[config.mk]
export PLATFORM = sky130hd
export DESIGN_NAME = uart_rx_core_flat
export DESIGN_NICKNAME = d
export VERILOG_FILES = /design/src/rtl/uart_rx_core_if.sv /design/src/rtl/uart_rx_core.sv /design/src/flat_wrapper.sv
export SDC_FILE = /design/constraint.sdc
export NUM_CORES = 1
export LEC_CHECK = 0
export CAP_MARGIN = 10
export CELL_PAD_IN_SITES_DETAIL_PLACEMENT = 2
export CELL_PAD_IN_SITES_GLOBAL_PLACEMENT = 2
export CORE_ASPECT_RATIO = 0.7
export CORE_MARGIN = 3
export CORE_UTILIZATION = 32
export DETAILED_ROUTE_END_ITERATION = 10
export GPL_ROUTABILITY_DRIVEN = 0
export PLACE_DENSITY = 0.7
export SLEW_MARGIN = 10
export SYNTH_ARGS = -nofsm -noshare
export SYNTH_HDL_FRONTEND = slang
export SYNTH_SLANG_ARGS = --single-unit
[constraint.sdc]
create_clock -name clk -period 6.6 [get_ports clk]
set_input_delay 0.99 -clock clk [delete_from_list [all_inputs] [get_ports clk]]
set_output_delay 0.99 -clock clk [all_outputs]
set_load 0.005 [all_outputs]
[src/rtl/uart_rx_core_if.sv]
// Parallel-side and serial-line signals of the UART receiver core.
// The core takes the slave view; whatever drives the line and configuration takes the master view.
interface uart_rx_core_if #(
  parameter int DATA_WIDTH     = 8,
  parameter int PRESCALE_WIDTH = 6
);
  logic                      rx_in;
  logic [PRESCALE_WIDTH-1:0] prescale;
  logic                      par_en;
  logic                      par_typ;
  logic [DATA_WIDTH-1:0]     p_data;
  logic                      data_valid;
  logic                      par_err;
  logic                      stp_err;

  modport master (
    output rx_in, prescale, par_en, par_typ,
    input  p_data, data_valid, par_err, stp_err
  );

  modport slave (
    input  rx_in, prescale, par_en, par_typ,
    output p_data, data_valid, par_err, stp_err
  );
endinterface

[src/rtl/uart_rx_core.sv]
// Oversampled UART receiver: start detect, 3-point mid-bit majority vote, LSB-first
// deserialisation, optional parity check, stop check and single-cycle result pulses.
module uart_rx_core #(
  parameter int DATA_WIDTH     = 8,
  parameter int PRESCALE_WIDTH = 6
) (
  input logic           clk,
  input logic           rst,
  uart_rx_core_if.slave bus
);
  localparam int BIT_W = (DATA_WIDTH > 1) ? $clog2(DATA_WIDTH) : 1;
  localparam logic [PRESCALE_WIDTH-1:0] ONE      = PRESCALE_WIDTH'(1);
  localparam logic [BIT_W-1:0]          LAST_BIT = BIT_W'(DATA_WIDTH - 1);

  typedef enum logic [2:0] {
    IDLE   = 3'd0,
    START  = 3'd1,
    DATA   = 3'd2,
    PARITY = 3'd3,
    STOP   = 3'd4
  } state_t;

  state_t state_reg, state_next;

  logic [PRESCALE_WIDTH-1:0] edge_cnt_reg;
  logic [PRESCALE_WIDTH-1:0] presc_reg;
  logic [PRESCALE_WIDTH-1:0] mid;
  logic [PRESCALE_WIDTH-1:0] last_edge;
  logic [BIT_W-1:0]          bit_cnt_reg;
  logic [DATA_WIDTH-1:0]     shift_reg;
  logic [DATA_WIDTH:0]       shift_ext;
  logic [DATA_WIDTH-1:0]     p_data_reg;
  logic                      par_en_reg;
  logic                      par_typ_reg;
  logic                      par_bad_reg;
  logic                      data_valid_reg;
  logic                      par_err_reg;
  logic                      stp_err_reg;

  logic [2:0] samples;
  logic       bit_val;
  logic       end_of_bit;
  logic       last_data_bit;
  logic       exp_par;
  logic       start_det;
  logic       shift_en;
  logic       par_chk;
  logic       frame_done;

  assign mid           = presc_reg >> 1;
  assign last_edge     = presc_reg - ONE;
  assign end_of_bit    = (edge_cnt_reg == last_edge);
  assign last_data_bit = (bit_cnt_reg == LAST_BIT);
  assign bit_val       = (samples[0] & samples[1]) | (samples[0] & samples[2]) | (samples[1] & samples[2]);
  // Odd parity expects the complement of the data XOR.
  assign exp_par       = (^shift_reg) ^ par_typ_reg;
  assign shift_ext     = {bit_val, shift_reg};

  // Three sample points straddle mid-bit at P/2-1, P/2 and P/2+1.
  genvar gi;
  generate
    for (gi = 0; gi < 3; gi++) begin : g_sample
      localparam logic [PRESCALE_WIDTH-1:0] OFS = PRESCALE_WIDTH'(gi);
      logic sample_reg;

      always_ff @(posedge clk or negedge rst) begin
        if (!rst) begin
          sample_reg <= 1'b0;
        end else if (state_reg != IDLE && edge_cnt_reg == (mid - ONE + OFS)) begin
          sample_reg <= bus.rx_in;
        end
      end

      assign samples[gi] = sample_reg;
    end
  endgenerate

  always_ff @(posedge clk or negedge rst) begin
    if (!rst) begin
      state_reg <= IDLE;
    end else begin
      state_reg <= state_next;
    end
  end

  always_comb begin
    state_next = state_reg;
    case (state_reg)
      IDLE:    if (!bus.rx_in) state_next = START;
      START:   if (end_of_bit) state_next = bit_val ? IDLE : DATA;
      DATA:    if (end_of_bit && last_data_bit) state_next = par_en_reg ? PARITY : STOP;
      PARITY:  if (end_of_bit) state_next = STOP;
      STOP:    if (end_of_bit) state_next = IDLE;
      default: state_next = IDLE;
    endcase
  end

  always_comb begin
    start_det  = 1'b0;
    shift_en   = 1'b0;
    par_chk    = 1'b0;
    frame_done = 1'b0;
    case (state_reg)
      IDLE:    start_det  = !bus.rx_in;
      DATA:    shift_en   = end_of_bit;
      PARITY:  par_chk    = end_of_bit;
      STOP:    frame_done = end_of_bit;
      default: ;
    endcase
  end

  always_ff @(posedge clk or negedge rst) begin
    if (!rst) begin
      edge_cnt_reg <= '0;
      bit_cnt_reg  <= '0;
    end else begin
      if (state_reg == IDLE || end_of_bit) begin
        edge_cnt_reg <= '0;
      end else begin
        edge_cnt_reg <= edge_cnt_reg + ONE;
      end

      if (state_reg != DATA) begin
        bit_cnt_reg <= '0;
      end else if (shift_en) begin
        bit_cnt_reg <= last_data_bit ? '0 : bit_cnt_reg + BIT_W'(1);
      end
    end
  end

  // Configuration is frozen for the whole frame at the moment the start edge is seen.
  always_ff @(posedge clk or negedge rst) begin
    if (!rst) begin
      presc_reg   <= '0;
      par_en_reg  <= 1'b0;
      par_typ_reg <= 1'b0;
      shift_reg   <= '0;
      par_bad_reg <= 1'b0;
    end else begin
      if (start_det) begin
        presc_reg   <= bus.prescale;
        par_en_reg  <= bus.par_en;
        par_typ_reg <= bus.par_typ;
        shift_reg   <= '0;
        par_bad_reg <= 1'b0;
      end
      if (shift_en) begin
        shift_reg <= shift_ext[DATA_WIDTH:1];
      end
      if (par_chk) begin
        par_bad_reg <= (bit_val != exp_par);
      end
    end
  end

  always_ff @(posedge clk or negedge rst) begin
    if (!rst) begin
      p_data_reg     <= '0;
      data_valid_reg <= 1'b0;
      par_err_reg    <= 1'b0;
      stp_err_reg    <= 1'b0;
    end else begin
      data_valid_reg <= 1'b0;
      par_err_reg    <= 1'b0;
      stp_err_reg    <= 1'b0;
      if (frame_done) begin
        stp_err_reg    <= ~bit_val;
        par_err_reg    <= par_bad_reg;
        data_valid_reg <= bit_val & ~par_bad_reg;
        if (bit_val && !par_bad_reg) begin
          p_data_reg <= shift_reg;
        end
      end
    end
  end

  assign bus.p_data     = p_data_reg;
  assign bus.data_valid = data_valid_reg;
  assign bus.par_err    = par_err_reg;
  assign bus.stp_err    = stp_err_reg;
endmodule

[src/flat_wrapper.sv]
// flat-port wrapper written by rule: the top's interface ports become plain ports
module uart_rx_core_flat 
#(
  parameter int DATA_WIDTH     = 8,
  parameter int PRESCALE_WIDTH = 6
)
  (clk, rst, bus_rx_in, bus_prescale, bus_par_en, bus_par_typ, bus_p_data, bus_data_valid, bus_par_err, bus_stp_err);
  uart_rx_core_if #(.DATA_WIDTH(DATA_WIDTH), .PRESCALE_WIDTH(PRESCALE_WIDTH)) bus_i ();
  input logic clk;
  input logic rst;
  input wire logic [$bits(bus_i.rx_in)-1:0] bus_rx_in;
  input wire logic [$bits(bus_i.prescale)-1:0] bus_prescale;
  input wire logic [$bits(bus_i.par_en)-1:0] bus_par_en;
  input wire logic [$bits(bus_i.par_typ)-1:0] bus_par_typ;
  output wire logic [$bits(bus_i.p_data)-1:0] bus_p_data;
  output wire logic [$bits(bus_i.data_valid)-1:0] bus_data_valid;
  output wire logic [$bits(bus_i.par_err)-1:0] bus_par_err;
  output wire logic [$bits(bus_i.stp_err)-1:0] bus_stp_err;
  assign bus_i.rx_in = bus_rx_in;
  assign bus_i.prescale = bus_prescale;
  assign bus_i.par_en = bus_par_en;
  assign bus_i.par_typ = bus_par_typ;
  assign bus_p_data = bus_i.p_data;
  assign bus_data_valid = bus_i.data_valid;
  assign bus_par_err = bus_i.par_err;
  assign bus_stp_err = bus_i.stp_err;
  uart_rx_core #(.DATA_WIDTH(DATA_WIDTH), .PRESCALE_WIDTH(PRESCALE_WIDTH)) u_core (.clk(clk), .rst(rst), .bus(bus_i));
endmodule
==> summary.md <==
| Metric | Value |
|---|---|
| Kind of start point of the critical path | flip-flop |
| Cell variety after synth | 45 |
| Top library cells by usage in the layout, fill and taps aside | sky130_fd_sc_hd__dfrtp_1 (43), sky130_fd_sc_hd__xnor2_1 (22), sky130_fd_sc_hd__clkdlybuf4s50_1 (20) |
| Destination of the worst hold path | u_core.bus.p_data[0] |
| Share of the clock period used by the worst path after layout | 50.2% |
| Largest area contributor in the netlist | sky130_fd_sc_hd__dfrtp_1 |
| Async set-or-reset flop fraction in the synthesized netlist | 100% |
| Critical-path top delay cell | sky130_fd_sc_hd__a2111oi_4 |
| Total Power Consumption | 0.00135 W |
| Count of input and output buffers | 21 |
| Hold Crit Depth | 1 |
| Final global-route overflow total | 0 |
| Worst slew margin | 34.1% |
| Pwr Density | 471 nW/um^2 |
| Largest cells by area after synthesis | sky130_fd_sc_hd__dfrtp_1 (43%), sky130_fd_sc_hd__xnor2_1 (7.8%), sky130_fd_sc_hd__mux2_2 (5.9%) |
| Clk_lat worst skew | 0.30 ns |
| CTS resizes | 0 |
| Largest stage delay on the critical path | 0.69 ns |
| Combined global-route utilization of all metal layers | 15.5% |
| DRC | 0 |
| Endpoint arrival time on the critical path | 3.50 ns |
| Crit-path cells | inv_1 -> ha_1 -> nor3b_4 -> nand2_1 -> xnor2_1 -> a2111oi_4 -> and4_1 -> mux2_1 |
| Min-Delay Startpoint | u_core.bus.p_data[0] |
| Leakage Power | 1.27 nW |
| Instance count of the mapped netlist | 233 |
| Area growth from synthesis to layout | 15.5% |
| Pin count of the biggest net entering global routing | 44 |
| Most common cell after layout, fill and taps aside | sky130_fd_sc_hd__dfrtp_1 |
| First-pass iteration count of the detailed router | 4 |
| Number of enable flip-flop cells after synthesis | 0 |
| Inserted Diodes | 0 |
| Startpoint of the worst register-to-register path | u_core.presc_reg[1] |
| Total Wirelength | 6240 um |
| Iteration-0 DRC count of the detailed router | 58 |
| Worst IR Drop VDD | 0.243 mV |
| Root buffer selected by CTS | sky130_fd_sc_hd__clkbuf_8 |
| Vias in the first global route | 1843 |
| Finished Layout Cells | 350 |
| Cell family contributing the most delay on the critical path | simple AND/OR/NAND/NOR gates |
| Min Tclk post-route | 3.31 ns |
| Max Slew Vio Count | 0 |
| Critical Path Fanout Max | 15 |
| Overall die height | 79.7 um |
| Fraction of final layout cells sized beyond drive strength 1 | 11.9% |
| # rows | 26 |
| Clock Pin Slew Worst Setup and Hold Paths | 0.09 ns |
| Synthesis-stage register bit count | 43 |
| Highest achievable clock rate | 0.302 GHz |
| Dpl hpwl | 4600 um |
| Routed Antenna Nets | 0 |
| Total of endpoints with negative setup slack in the final report | 0 |
| Worst R2R End | u_core.bus.p_data[5] |
| Required time of the worst setup path | 6.78 ns |
| Category of the most critical setup path | flip-flop to flip-flop |
| CTS HTree Levels | 2 |
| Predominant post-synthesis flop cell | sky130_fd_sc_hd__dfrtp_1 |
| Number of top-level pins | 22 |
| TritonCTS clock tree | built |
| Post-Synthesis Cell Area | 2480 um^2 |
| Number of sinks driven by the clock tree | 43 |
| Number of buffers and inverters on the critical path | 1 |
| Count of synthesis-stage warnings from yosys | 0 |
| Nature of the critical path endpoint | flip-flop |
| Via count | 1754 |
| Max Cap Viol | 0 |
| Area share of the largest cell type after synthesis | 43.4% |
| Cell count after placement | 342 |
| RSZ-0062 raised after global routing | false |
| Die ar. | 8860 um^2 |
| Outcome | finished, final reports clean |
| Net count of the mapped netlist | 251 |
| Layout filler cell count | 807 |
| Path category of the worst min-delay check | flip-flop to flip-flop |
| CTS buffer count | 5 |
| Skew final | 0.00489 ns |
| Mean number of vias per cell | 5.01 |
| # Post-CTS Setup Buffers | 0 |
| Maximum root-to-sink buffer count | 2 |
| Worst Reg-to-Reg Cells | 8 |
| Sum of negative setup slack | 0 ns |
| Number of hold-slack violations in the final timing report | 0 |
| First-pass GRT wire length | 10600 um |
| Number of buffers added to fix hold violations after cts | 0 |
| Die extent in x | 111 um |
| Number of nets in the layout | 269 |
| Initial antenna violation count | 0 |
| Core area | 7420 um^2 |
| Setup slack of the most critical reg-to-reg path | 3.29 ns |
| Detail-routed net length per standard cell | 17.8 um |
| Actual transition at the worst max-transition pin | 0.989 ns |
| Sequential-to-total area share from yosys stat | 43.4% |
| Initial core utilization | 33.4% |
| Syn Area/Cell | 10.6 um^2 |
-- worst max-delay path by stage --
stage / startpoint / end / cells after the start
after global placement: u_core.presc_reg[1] / u_core.bus.p_data[0] / 8
after global routing: u_core.presc_reg[1] / u_core.bus.p_data[5] / 8
final: u_core.presc_reg[1] / u_core.bus.p_data[5] / 8
after detailed placement: u_core.presc_reg[1] / u_core.bus.p_data[5] / 8
after CTS: u_core.presc_reg[1] / u_core.bus.p_data[5] / 8
after floorplan: u_core.presc_reg[1] / u_core.g_sample[1].sample_reg / 11
-- cell usage after synthesis, types with 2 or more instances --
master,number
sky130_fd_sc_hd__dfrtp_1,43
sky130_fd_sc_hd__xnor2_1,22
sky130_fd_sc_hd__nor2_1,19
sky130_fd_sc_hd__nand2_1,14
sky130_fd_sc_hd__xor2_1,14
sky130_fd_sc_hd__mux2_2,13
sky130_fd_sc_hd__nor2b_1,10
sky130_fd_sc_hd__mux2_1,9
sky130_fd_sc_hd__inv_1,8
sky130_fd_sc_hd__ha_1,7
sky130_fd_sc_hd__nand3_1,7
sky130_fd_sc_hd__o21ai_0,7
sky130_fd_sc_hd__mux2i_1,5
sky130_fd_sc_hd__nor4_1,5
sky130_fd_sc_hd__a31oi_1,4
sky130_fd_sc_hd__buf_4,4
sky130_fd_sc_hd__clkbuf_1,3
sky130_fd_sc_hd__nor3_1,3
sky130_fd_sc_hd__a21o_1,2
sky130_fd_sc_hd__a21oi_1,2
sky130_fd_sc_hd__buf_2,2
sky130_fd_sc_hd__nand2b_1,2
sky130_fd_sc_hd__nand3b_1,2
sky130_fd_sc_hd__nor3b_1,2
sky130_fd_sc_hd__o21ai_1,2
sky130_fd_sc_hd__or3_1,2
sky130_fd_sc_hd__xnor2_2,2
-- cell families (layout without fill, tap and decap cells) --
group	after synthesis	in the layout	synth area share, %
simple gates	74	74	16.1
flops	43	43	43.4
xor+xnor	38	38	14.0
mux	27	27	12.0
compound gates	24	24	6.86
buf+inv	20	39	4.09
fa+ha+maj	7	7	3.53
-- report_power, final --
part / internal, W / switching, W / total, W
clock network: 0.000123 / 0.0000957 / 0.000218
logic: 0.000306 / 0.000369 / 0.000675
registers: 0.000326 / 0.000132 / 0.000458
total: 0.000755 / 0.000596 / 0.00135
-- per-stage QoR --
| step | area [um^2] | util, % | setup WS (ns) | hold WS, ns |
|---|---|---|---|---|
| floorplan | 2480 | - | 3.95 | 0.450 |
| global placement | 2750 | 37.0 | 3.45 | 0.471 |
| detailed placement | 2750 | 37.0 | 3.24 | 0.477 |
| CTS | 2870 | 38.6 | 3.24 | 0.498 |
| global route | 2870 | 38.6 | 2.98 | 0.510 |
| finish | 2870 | 38.6 | 3.29 | 0.491 |
-- per-layer routing --
| layer | up-vias | track usage, % | routed length (um) |
|---|---|---|---|
| li1 | 835 | - | - |
| met1 | 894 | 23.5 | 3410 |
| met2 | 18 | 22.2 | 2580 |
| met3 | 7 | 2.95 | 177 |
| met4 | 0 | 4.37 | 74 |
| met5 | - | 0 | 0 |
-- area by class of cell --
cell class / count / area, um^2 / share of cell area (%)
Multi-Input combinational cell: 170 / 1300 / 45.5
Clock buffer: 6 / 82.6 / 2.88
Timing Repair Buffer: 22 / 213 / 7.42
Clock inverter: 2 / 35.0 / 1.22
Sequential cell: 43 / 1080 / 37.6
Inverter: 9 / 33.8 / 1.18
Tap cell: 98 / 123 / 4.28
No activity file was read; power rests on OpenSTA's default activity.
